### src/rtl/fetch_if.sv
// ============================================================================
// Module  : fetch_if
// Purpose : Fetch-stage handshake bundle: decode controls, IM port, IF/ID regs.
// Revision: 1.0 - initial release
// ============================================================================
`default_nettype none

interface fetch_if;
  logic        stall;
  logic        redirect;
  logic [31:0] redirectTarget;
  logic        halt;
  logic [31:0] instr;
  logic [31:0] pc;
  logic        IMreadEn;
  logic [31:0] IF_ID_instr;
  logic [31:0] IF_ID_pcPlus4;
  logic        IF_ID_valid;
  logic        halted;
  logic        fetchFault;

  modport master (
    input  stall, redirect, redirectTarget, halt, instr,
    output pc, IMreadEn, IF_ID_instr, IF_ID_pcPlus4, IF_ID_valid, halted, fetchFault
  );

  modport slave (
    output stall, redirect, redirectTarget, halt, instr,
    input  pc, IMreadEn, IF_ID_instr, IF_ID_pcPlus4, IF_ID_valid, halted, fetchFault
  );
endinterface

`default_nettype wire

### src/rtl/fetch_stage.sv
// ============================================================================
// Module  : fetch_stage
// Purpose : MIPS instruction fetch with stall, redirect/squash, halt and
//           out-of-range fetch fault, feeding the IF/ID pipeline register.
// Revision: 1.0 - initial release
// ============================================================================
`default_nettype none

module fetch_stage #(
  parameter logic [31:0] RESET_PC = 32'h0000_0000,
  parameter int          IM_BYTES = 512
) (
  input  wire logic clk,
  input  wire logic rst,
  fetch_if.master   fetch
);

  localparam logic [31:0] C_IM_LIMIT = 32'(IM_BYTES);

  typedef enum logic [1:0] {
    S_BOOT = 2'd0,
    S_RUN  = 2'd1,
    S_HALT = 2'd2
  } state_t;

  state_t      r_state;
  state_t      w_next_state;
  logic [31:0] r_pc;
  logic [31:0] r_ifid_instr;
  logic [31:0] r_ifid_pcp4;
  logic        r_ifid_valid;
  logic        r_halted;
  logic        r_fault;

  logic [31:0] w_pc_next;
  logic [31:0] w_ifid_instr_next;
  logic [31:0] w_ifid_pcp4_next;
  logic        w_ifid_valid_next;
  logic        w_halted_next;
  logic        w_fault_next;
  logic        w_oor;
  logic [31:0] w_pc_plus4;
  logic        w_unused;

  assign w_oor      = (r_pc >= C_IM_LIMIT);
  assign w_pc_plus4 = r_pc + 32'd4;
  // The low target bits are architecturally meaningless and dropped.
  assign w_unused   = &{1'b0, fetch.redirectTarget[1:0]};

  always_ff @(posedge clk or posedge rst) begin
    if (rst) begin
      r_state      <= S_BOOT;
      r_pc         <= RESET_PC;
      r_ifid_instr <= 32'd0;
      r_ifid_pcp4  <= 32'd0;
      r_ifid_valid <= 1'b0;
      r_halted     <= 1'b0;
      r_fault      <= 1'b0;
    end else begin
      r_state      <= w_next_state;
      r_pc         <= w_pc_next;
      r_ifid_instr <= w_ifid_instr_next;
      r_ifid_pcp4  <= w_ifid_pcp4_next;
      r_ifid_valid <= w_ifid_valid_next;
      r_halted     <= w_halted_next;
      r_fault      <= w_fault_next;
    end
  end

  always_comb begin
    w_next_state      = r_state;
    w_pc_next         = r_pc;
    w_ifid_instr_next = r_ifid_instr;
    w_ifid_pcp4_next  = r_ifid_pcp4;
    w_ifid_valid_next = r_ifid_valid;
    w_halted_next     = r_halted;
    w_fault_next      = r_fault;

    case (r_state)
      S_BOOT: begin
        w_next_state      = S_RUN;
        w_ifid_instr_next = 32'd0;
        w_ifid_pcp4_next  = 32'd0;
        w_ifid_valid_next = 1'b0;
      end
      S_RUN: begin
        if (w_oor || fetch.halt) begin
          w_next_state      = S_HALT;
          w_halted_next     = 1'b1;
          w_fault_next      = w_oor;
          w_ifid_instr_next = 32'd0;
          w_ifid_pcp4_next  = 32'd0;
          w_ifid_valid_next = 1'b0;
        end else if (fetch.stall) begin
          // Hold everything; decode re-issues any pending redirect later.
          w_pc_next = r_pc;
        end else if (fetch.redirect) begin
          w_pc_next         = {fetch.redirectTarget[31:2], 2'b00};
          w_ifid_instr_next = 32'd0;
          w_ifid_pcp4_next  = 32'd0;
          w_ifid_valid_next = 1'b0;
        end else begin
          w_pc_next         = w_pc_plus4;
          w_ifid_instr_next = fetch.instr;
          w_ifid_pcp4_next  = w_pc_plus4;
          w_ifid_valid_next = 1'b1;
        end
      end
      S_HALT: begin
        w_ifid_instr_next = 32'd0;
        w_ifid_pcp4_next  = 32'd0;
        w_ifid_valid_next = 1'b0;
        w_halted_next     = 1'b1;
      end
      default: begin
        w_next_state = S_HALT;
      end
    endcase
  end

  assign fetch.pc            = r_pc;
  assign fetch.IMreadEn      = (r_state == S_RUN) && !w_oor;
  assign fetch.IF_ID_instr   = r_ifid_instr;
  assign fetch.IF_ID_pcPlus4 = r_ifid_pcp4;
  assign fetch.IF_ID_valid   = r_ifid_valid;
  assign fetch.halted        = r_halted;
  assign fetch.fetchFault    = r_fault;

endmodule

`default_nettype wire

### src/flat_wrapper.sv
// flat-port wrapper written by rule: the top's interface ports become plain ports
module fetch_stage_flat 
#(
  parameter logic [31:0] RESET_PC = 32'h0000_0000,
  parameter int          IM_BYTES = 512
)
  (clk, rst, fetch_stall, fetch_redirect, fetch_redirectTarget, fetch_halt, fetch_instr, fetch_pc, fetch_IMreadEn, fetch_IF_ID_instr, fetch_IF_ID_pcPlus4, fetch_IF_ID_valid, fetch_halted, fetch_fetchFault);
  fetch_if fetch_i ();
  input  wire logic clk;
  input  wire logic rst;
  input wire logic [$bits(fetch_i.stall)-1:0] fetch_stall;
  input wire logic [$bits(fetch_i.redirect)-1:0] fetch_redirect;
  input wire logic [$bits(fetch_i.redirectTarget)-1:0] fetch_redirectTarget;
  input wire logic [$bits(fetch_i.halt)-1:0] fetch_halt;
  input wire logic [$bits(fetch_i.instr)-1:0] fetch_instr;
  output wire logic [$bits(fetch_i.pc)-1:0] fetch_pc;
  output wire logic [$bits(fetch_i.IMreadEn)-1:0] fetch_IMreadEn;
  output wire logic [$bits(fetch_i.IF_ID_instr)-1:0] fetch_IF_ID_instr;
  output wire logic [$bits(fetch_i.IF_ID_pcPlus4)-1:0] fetch_IF_ID_pcPlus4;
  output wire logic [$bits(fetch_i.IF_ID_valid)-1:0] fetch_IF_ID_valid;
  output wire logic [$bits(fetch_i.halted)-1:0] fetch_halted;
  output wire logic [$bits(fetch_i.fetchFault)-1:0] fetch_fetchFault;
  assign fetch_i.stall = fetch_stall;
  assign fetch_i.redirect = fetch_redirect;
  assign fetch_i.redirectTarget = fetch_redirectTarget;
  assign fetch_i.halt = fetch_halt;
  assign fetch_i.instr = fetch_instr;
  assign fetch_pc = fetch_i.pc;
  assign fetch_IMreadEn = fetch_i.IMreadEn;
  assign fetch_IF_ID_instr = fetch_i.IF_ID_instr;
  assign fetch_IF_ID_pcPlus4 = fetch_i.IF_ID_pcPlus4;
  assign fetch_IF_ID_valid = fetch_i.IF_ID_valid;
  assign fetch_halted = fetch_i.halted;
  assign fetch_fetchFault = fetch_i.fetchFault;
  fetch_stage #(.RESET_PC(RESET_PC), .IM_BYTES(IM_BYTES)) u_core (.clk(clk), .rst(rst), .fetch(fetch_i));
endmodule
### config.mk
export PLATFORM = sky130hd
export DESIGN_NAME = fetch_stage_flat
export DESIGN_NICKNAME = d
export VERILOG_FILES = /design/src/rtl/fetch_if.sv /design/src/rtl/fetch_stage.sv /design/src/flat_wrapper.sv
export SDC_FILE = /design/constraint.sdc
export NUM_CORES = 1
export LEC_CHECK = 0
export ABC_CLOCK_PERIOD_IN_PS = 3400
export CAP_MARGIN = 20
export CORE_MARGIN = 5
export CORE_UTILIZATION = 38
export DETAILED_ROUTE_END_ITERATION = 16
export GPL_TIMING_DRIVEN = 0
export PLACE_DENSITY = 0.76
export SLEW_MARGIN = 20
export SYNTH_ARGS = -nofsm -noshare
export SYNTH_HDL_FRONTEND = slang
export SYNTH_SLANG_ARGS = --single-unit
### constraint.sdc
create_clock -name clk -period 3.4 [get_ports clk]
set_input_delay 0.68 -clock clk [delete_from_list [all_inputs] [get_ports clk]]
set_output_delay 0.68 -clock clk [all_outputs]
set_load 0.1 [all_outputs]
==> metrics.txt, run 1 <==
outcome=finished, final reports clean; CTS buffer count=9; GP Congestion=0.7829; Routed WL=10440 microns; Layout Utilization=58.49%; I/O pin total=169; Syn-to-layout area delta=52.60%; Synth Register Bits=98; number of synthesis warnings=0; first-pass GRT wire length=16930 microns; CTS sink count=98; H-tree depth=3; setup violators final=0; maximum clock rate=335.3 MHz; Tightest Hold Check Type=reg2reg; Setup CP Type=reg2out; min Tclk post-route=2.983 ns; fill cell count=846; internal power=1719 uW; Core ar.=0.01018 sq mm; vias in the first global route=3114; initial antenna violation count=0; CTS Root Cell=clkbuf_8; Crit path required time=2.72 ns; max-slew violations=0; share of cells above drive strength 1=10.52%; DPL Wire Length=7853 microns; CTS tree=done; DRT iter0 DRCs=172; register share of total power=49.5%; largest net degree at the start of global routing=62; register area share after synthesis=62.82%; number of synthesized flops with an enable pin=0; Slew @ Worst Pin=1.030 ns; Netlist cell types=45; pwr/cell area=411.0 mW/mm^2; Worst Hold Path Cells=1; clock slew at reported path FFs=0.09 ns; Final Skew=0.01794 ns; CTS Buffer Depth=2; Nets=551; row count=37; Syn Inst Count=303; Register Area=0.002452 sq mm; critical path capture point type=output port; WHS=0.4926 ns; DRT Pass-1 Iters=4; die extent in y=111.4 microns; leakage power=0.002793 uW; Syn Area/Cell=12.88 sq um; unrepaired setup endpoints after global routing=no; Final Hold Fails=0; Max Cap Viol=0; Sw Ratio=29.81%; Clock power frac=32.1%; R2R setup slack=1.25 ns; I/O Buffers=164; # hold bufs at CTS=0; vias per inst=4.989; WL per Instance=16.81 microns; Synth async-reset ratio=100.0%; Comb power frac=18.5%; Initial Utilization=38.33%; Worst EP arrival=2.30 ns; Tcrit/Tclk final=87.73%; multi-input logic area=0.001279 sq mm; Antenna diodes=0; Clk Latency, worst-skew pair=0.36 ns; Syn Std Cell Area=0.003904 sq mm; worst hold endpoint=u_core.fetch.IF_ID_pcPlus4[18]$_DFFE_PP0P_; Primary FF master, synth=dfrtp_1; crit-path max FO=7; drc violations=0; R2R depth=5; global route overflow=0; peak supply drop=323.0 uV; reg-to-reg endpoint=u_core.fetch.IF_ID_instr[14]$_DFFE_PP0P_; Slew headroom=31.11%; die width=111.4 microns; gr usage total=16.75%; Die Area=0.01240 sq mm; Psw=729.8 uW; CP startpoint kind=register; reg-to-reg critical path startpoint=u_core.fetch.pc[19]$_DFFE_PP0P_; start point of the worst hold path=u_core.fetch.IF_ID_pcPlus4[18]$_DFFE_PP0P_; DR vias=3098; ANT nets after route=0
power groups by stage:
stage | sequential [uW] | combinational [uW] | clock (uW)
floorplan | 1390 | 134 | 0
global placement | 1230 | 446 | 0
detailed placement | 1230 | 455 | 0
CTS | 1210 | 458 | 816
global route | 1220 | 478 | 863
finish | 1210 | 452 | 785
flip-flops by register name (all words and copies together) (netlist names):
register / count
u_core.fetch.fetchFault: 1
u_core.fetch.IF_ID_pcPlus4: 31
u_core.fetch.IF_ID_valid: 1
u_core.fetch.pc: 30
u_core.fetch.IF_ID_instr: 32
u_core.fetch.halted: 1
u_core.r_state: 2
cells in the mapped netlist (4+ instances only):
master    number  area [sq um]
a21o_1        20         150.1
a21oi_1        4         20.02
a22o_1        41         359.1
a31o_2         6         52.55
a31oi_1        4         25.02
and2_1        24         150.1
buf_2          5         25.02
buf_4          7         52.55
buf_6          5         56.30
clkbuf_1       5         18.77
dfrtp_1       98          2452
inv_1          6         22.52
nand2_1       17         63.81
nand3_1        5         25.02
nor4_1         4         25.02
o21ai_0        5         25.02
o31ai_1        4         30.03
xnor2_1        5         43.79
cells in the final DEF, fill, tap and decap left out, types with 6 or more instances in the layout:
| cell | count |
|---|---|
| a21o_1 | 20 |
| a22o_1 | 41 |
| a31o_2 | 6 |
| and2_1 | 24 |
| buf_4 | 7 |
| clkbuf_8 | 10 |
| clkdlybuf4s50_1 | 163 |
| dfrtp_1 | 98 |
| nand2_1 | 17 |
kinds of logic (layout without fill, tap and decap cells):
family,after synthesis,count (layout),share of synthesized area (%)
adders and majority gates,2,2,0.6409
DFF,98,98,62.82
AOI/OAI and AO/OA,91,91,18.40
other,1,2,0.09606
xor gates and xnor gates,6,6,1.346
buffers and inverters,29,210,4.583
muxes,3,3,0.7693
and+or+nand+nor,73,73,11.35
metal layers:
metal | wire length (microns) | vias up | global-route usage (%)
met5 | 0 | - | 0
met4 | 89 | 0 | 4.380
met3 | 690 | 9 | 4.946
met2 | 4992 | 111 | 26.94
met1 | 4667 | 1535 | 22.35
li1 | - | 1443 | -
worst max-delay path by stage:
stage,endpoint,depth (start not counted),from
after global routing,fetch_IMreadEn,6,u_core.fetch.pc[25]$_DFFE_PP0P_
after detailed placement,fetch_IMreadEn,6,u_core.fetch.pc[19]$_DFFE_PP0P_
after global placement,u_core.r_state[0]$_DFFE_PP0P_,2,rst
after floorplan,u_core.fetch.IF_ID_instr[0]$_DFFE_PP0P_,1,rst
final,fetch_IMreadEn,6,u_core.fetch.pc[19]$_DFFE_PP0P_
after CTS,fetch_IMreadEn,6,u_core.fetch.pc[25]$_DFFE_PP0P_
per-stage QoR:
step | setup WS (ns) | TNS (ns) | std cells | cell area, sq um | power [uW]
global placement | -1.194 | -116.59 | 604 | 5722 | 1679
CTS | 0.009070 | 0 | 621 | 5962 | 2485
floorplan | 0.1579 | 0 | 304 | 3910 | 1520
global route | 0.2967 | 0 | 621 | 5957 | 2557
finish | 0.4173 | 0 | 621 | 5957 | 2448
detailed placement | 0.1121 | 0 | 605 | 5754 | 1689
layout make-up:
cell class | count | area share (%)
Sequential cell | 98 | 41.17
Timing Repair Buffer | 165 | 27.94
Multi-Input combinational cell | 177 | 21.47
Tap cell | 136 | 2.857
Buffer | 23 | 2.626
Clock buffer | 10 | 2.310
Clock inverter | 6 | 1.176
Inverter | 6 | 0.4621
timing repair:
| action | CTS | global route |
|---|---|---|
| resized for setup | 2 | 1 |
| endpoints found under the setup margin | 1 | 1 |
| setup buffers | 0 | 0 |
critical path, cell delays in order (launching register included):
cell      delay, ns
dfrtp_1        0.41
nor4_1         0.46
and4_1         0.26
buf_4          0.16
nand2_1        0.10
nor2_2         0.11
clkbuf_2       0.46
No activity file was read; power rests on OpenSTA's default activity.
==> run 2, diff against run 1 <==
--- a/config.mk
+++ b/config.mk
@@ -5,13 +5,13 @@
 export SDC_FILE = /design/constraint.sdc
 export NUM_CORES = 1
 export LEC_CHECK = 0
-export ABC_CLOCK_PERIOD_IN_PS = 3400
+export ABC_CLOCK_PERIOD_IN_PS = 3650
 export CAP_MARGIN = 20
 export CORE_MARGIN = 5
-export CORE_UTILIZATION = 38
+export CORE_UTILIZATION = 45
 export DETAILED_ROUTE_END_ITERATION = 16
 export GPL_TIMING_DRIVEN = 0
-export PLACE_DENSITY = 0.76
+export PLACE_DENSITY_LB_ADDON = 0.3
 export SLEW_MARGIN = 20
 export SYNTH_ARGS = -nofsm -noshare
 export SYNTH_HDL_FRONTEND = slang
==> constraint.sdc (replaced) <==
create_clock -name clk -period 3.65 [get_ports clk]
set_input_delay 0.73 -clock clk [delete_from_list [all_inputs] [get_ports clk]]
set_output_delay 0.73 -clock clk [all_outputs]
set_load 0.1 [all_outputs]
==> run 2 against run 1 <==
Net effect:
- clock skew shrank 0.0050 ns
- clock power grew 3.2%
- sequential power decreased by 7%
- critical path depth stayed put
- core utilization grew 11 points
- global-route usage is 3.7 points higher
- hold slack got worse by 0.015 ns
- flip-flop and latch count unchanged
- register-to-register slack improved by 0.24 ns
==> metrics.txt, run 2 (synthesis results as in run 1) <==
outcome=finished, final reports clean; Tcrit/Tclk final=92.60%; register share of total power=47.9% (-1.6 points); commonest non-fill, non-tap cell in the layout=clkdlybuf4s50_1; Initial Utilization=45.43% (+7.1 points); peak supply drop=385.6 uV (+19%); Layout Utilization=69.22% (+11 points); R2R depth=5 (unchanged); die extent in y=103.1 microns (-7.4%); ANT nets after route=0 (unchanged); crit-path max FO=7 (unchanged); critical path capture point type=output port; I/O Buffers=164 (unchanged); drc violations=0 (unchanged); pwr/cell area=396.4 mW/mm^2 (-3.5%); Antenna diodes=0 (unchanged); first-pass GRT wire length=16750 microns (-1.1%); die width=103.1 microns (-7.4%); internal power=1671 uW (-2.8%); Sw Ratio=29.14% (-0.67 points); setup violators final=0 (unchanged); Core ar.=0.008593 sq mm (-16%); Max Cap Viol=0 (unchanged); DR vias=3105 (+0.23%); CTS buffer count=9 (unchanged); vias in the first global route=3202 (+2.8%); # hold bufs at CTS=0 (unchanged); Psw=687.1 uW (-5.8%); clock slew at reported path FFs=0.10 ns (about the same); global route overflow=0 (unchanged); unrepaired setup endpoints after global routing=no; initial antenna violation count=0 (unchanged); Buf/Inv on CP=2 (unchanged); Die Area=0.01064 sq mm (-14%); Largest register FFs=32 (unchanged); Slew @ Worst Pin=1.025 ns (-0.005472 ns); Clk Latency, worst-skew pair=0.37 ns (about the same); crit path launch=u_core.fetch.pc[23]$_DFFE_PP0P_; Crit path required time=2.92 ns (+0.20 ns); WHS=0.4780 ns (-0.01460 ns); Setup Buffers After CTS=0 (unchanged); I/O pin total=169 (unchanged); Nets=551 (unchanged); Final Hold Fails=0 (unchanged); Worst Hold Path Cells=1 (unchanged); Routed WL=10520 microns (+0.78%); post_cts resized=1 (-1); share of cells above drive strength 1=10.10% (-0.41 points); DRT iter0 DRCs=95 (-45%); min Tclk post-route=3.380 ns; CTS Buffer Depth=2 (unchanged); Syn-to-layout area delta=52.37%; WL per Instance=17.74 microns (+5.5%); CP Depth=6 (unchanged); CTS tree=done; reg-to-reg endpoint=u_core.fetch.IF_ID_instr[29]$_DFFE_PP0P_; start point of the worst hold path=u_core.fetch.halted$_DFFE_PP0P_; Setup CP Type=reg2out; CTS Root Cell=clkbuf_8; row count=34 (-8.1%); Slew headroom=31.47% (+0.37 points); final setup margin=0.2701 ns (-0.1473 ns); worst slack, placed=0.3335 ns (+0.2214 ns); largest net degree at the start of global routing=51 (-18%); Tightest Hold Check Type=reg2reg; fill cell count=670 (-21%); Final Skew=0.01297 ns (-0.004975 ns); most frequent cells in the layout=clkdlybuf4s50_1 (163), dfrtp_1 (98), a22o_1 (41); Worst EP arrival=2.65 ns (+0.35 ns); R2R setup slack=1.49 ns (+0.24 ns); Placement Cell Area=0.005717 sq mm (-0.65%); reg-to-reg critical path startpoint=u_core.fetch.pc[25]$_DFFE_PP0P_; GP Congestion=0.7100 (-9.3%); DRT Pass-1 Iters=4 (unchanged); leakage power=0.002807 uW (+0.50%); design area=0.005948 sq mm (-0.15%); H-tree depth=3 (unchanged); Comb power frac=17.8% (-0.7 points); Design Power=2358 uW (-3.7%); CP startpoint kind=register; CP max stage delay=0.86 ns (+0.40 ns); CP cell instances=nor4_1 -> and4_1 -> buf_4 -> nand2_1 -> nor2_1 -> dlygate4sd2_1; max-slew violations=0 (unchanged); CTS sink count=98 (unchanged); worst setup path end=fetch_IMreadEn; maximum clock rate=295.9 MHz; Clock power frac=34.3% (+2.2 points); DPL Wire Length=7854 microns (about the same); CP max stage cell=dlygate4sd2_1; vias per inst=5.236 (+5.0%); CP delay by family, top=buffers and inverters; gr usage total=20.47% (+3.7 points)
## run 2: cell types whose count changed in the layout (fill, tap and decap cells not counted), sizes merged
cell	previous run	this run
clkbuf	16	15
bufinv	1	2
clkinv	1	0
dlygate4sd2	0	1
## run 2: area by class of cell
cell class                 instances  area, sq um  area share [%]
buffer                            23        156.4           2.629
inverter                           6        27.53          0.4628
sequential                        98         2452           41.23
timing repair buffer             165         1668           28.04
clock buffer                      10        137.6           2.314
multi-input combinational        177         1276           21.46
clock inverter                     6        95.09           1.599
tap                              108        135.1           2.272
## run 2: stage by stage
step / cells / setup TNS, ns
after floorplan: 304 / 0
after global placement: 576 / -105.25
after detailed placement: 577 / 0
after CTS: 593 / 0
after global routing: 593 / 0
final: 593 / 0
## run 2: per-layer routing
metal  wire length [microns]  global-route usage, %  part of all wire [%]
met1                    4393                  27.54                    42
met2                    4959                  31.48                    47
met3                     992                  5.819                   9.4
met4                     175                  8.068                   1.7
met5                       0                      0                     0
## run 2: worst register-to-register path: cells and delay by family, from the launching register on
kind	cells	cell delay [ns]
AND/OR/NAND/NOR	3	1.21
flip-flops	1	0.41
buffers and inverters	1	0.32
AO/OA/AOI/OAI	1	0.17
## run 2: how the worst min path moves through the flow
stage | end | slack [ns]
6_report | u_core.fetch.halted$_DFFE_PP0P_ | 0.48
5_1_grt | u_core.fetch.halted$_DFFE_PP0P_ | 0.50
4_1_cts | u_core.fetch.halted$_DFFE_PP0P_ | 0.49
3_5_place_dp | u_core.fetch.halted$_DFFE_PP0P_ | 0.47
3_3_place_gp | u_core.fetch.halted$_DFFE_PP0P_ | 0.46
2_1_floorplan | u_core.r_state[0]$_DFFE_PP0P_ | 0.47
## run 2: power groups by stage
stage / Clock (uW) / Combinational [uW] / Sequential (uW)
finish: 810 / 420 / 1130
global route: 877 / 446 / 1130
floorplan: 0 / 125 / 1290
detailed placement: 0 / 421 / 1150
CTS: 833 / 424 / 1130
global placement: 0 / 413 / 1150
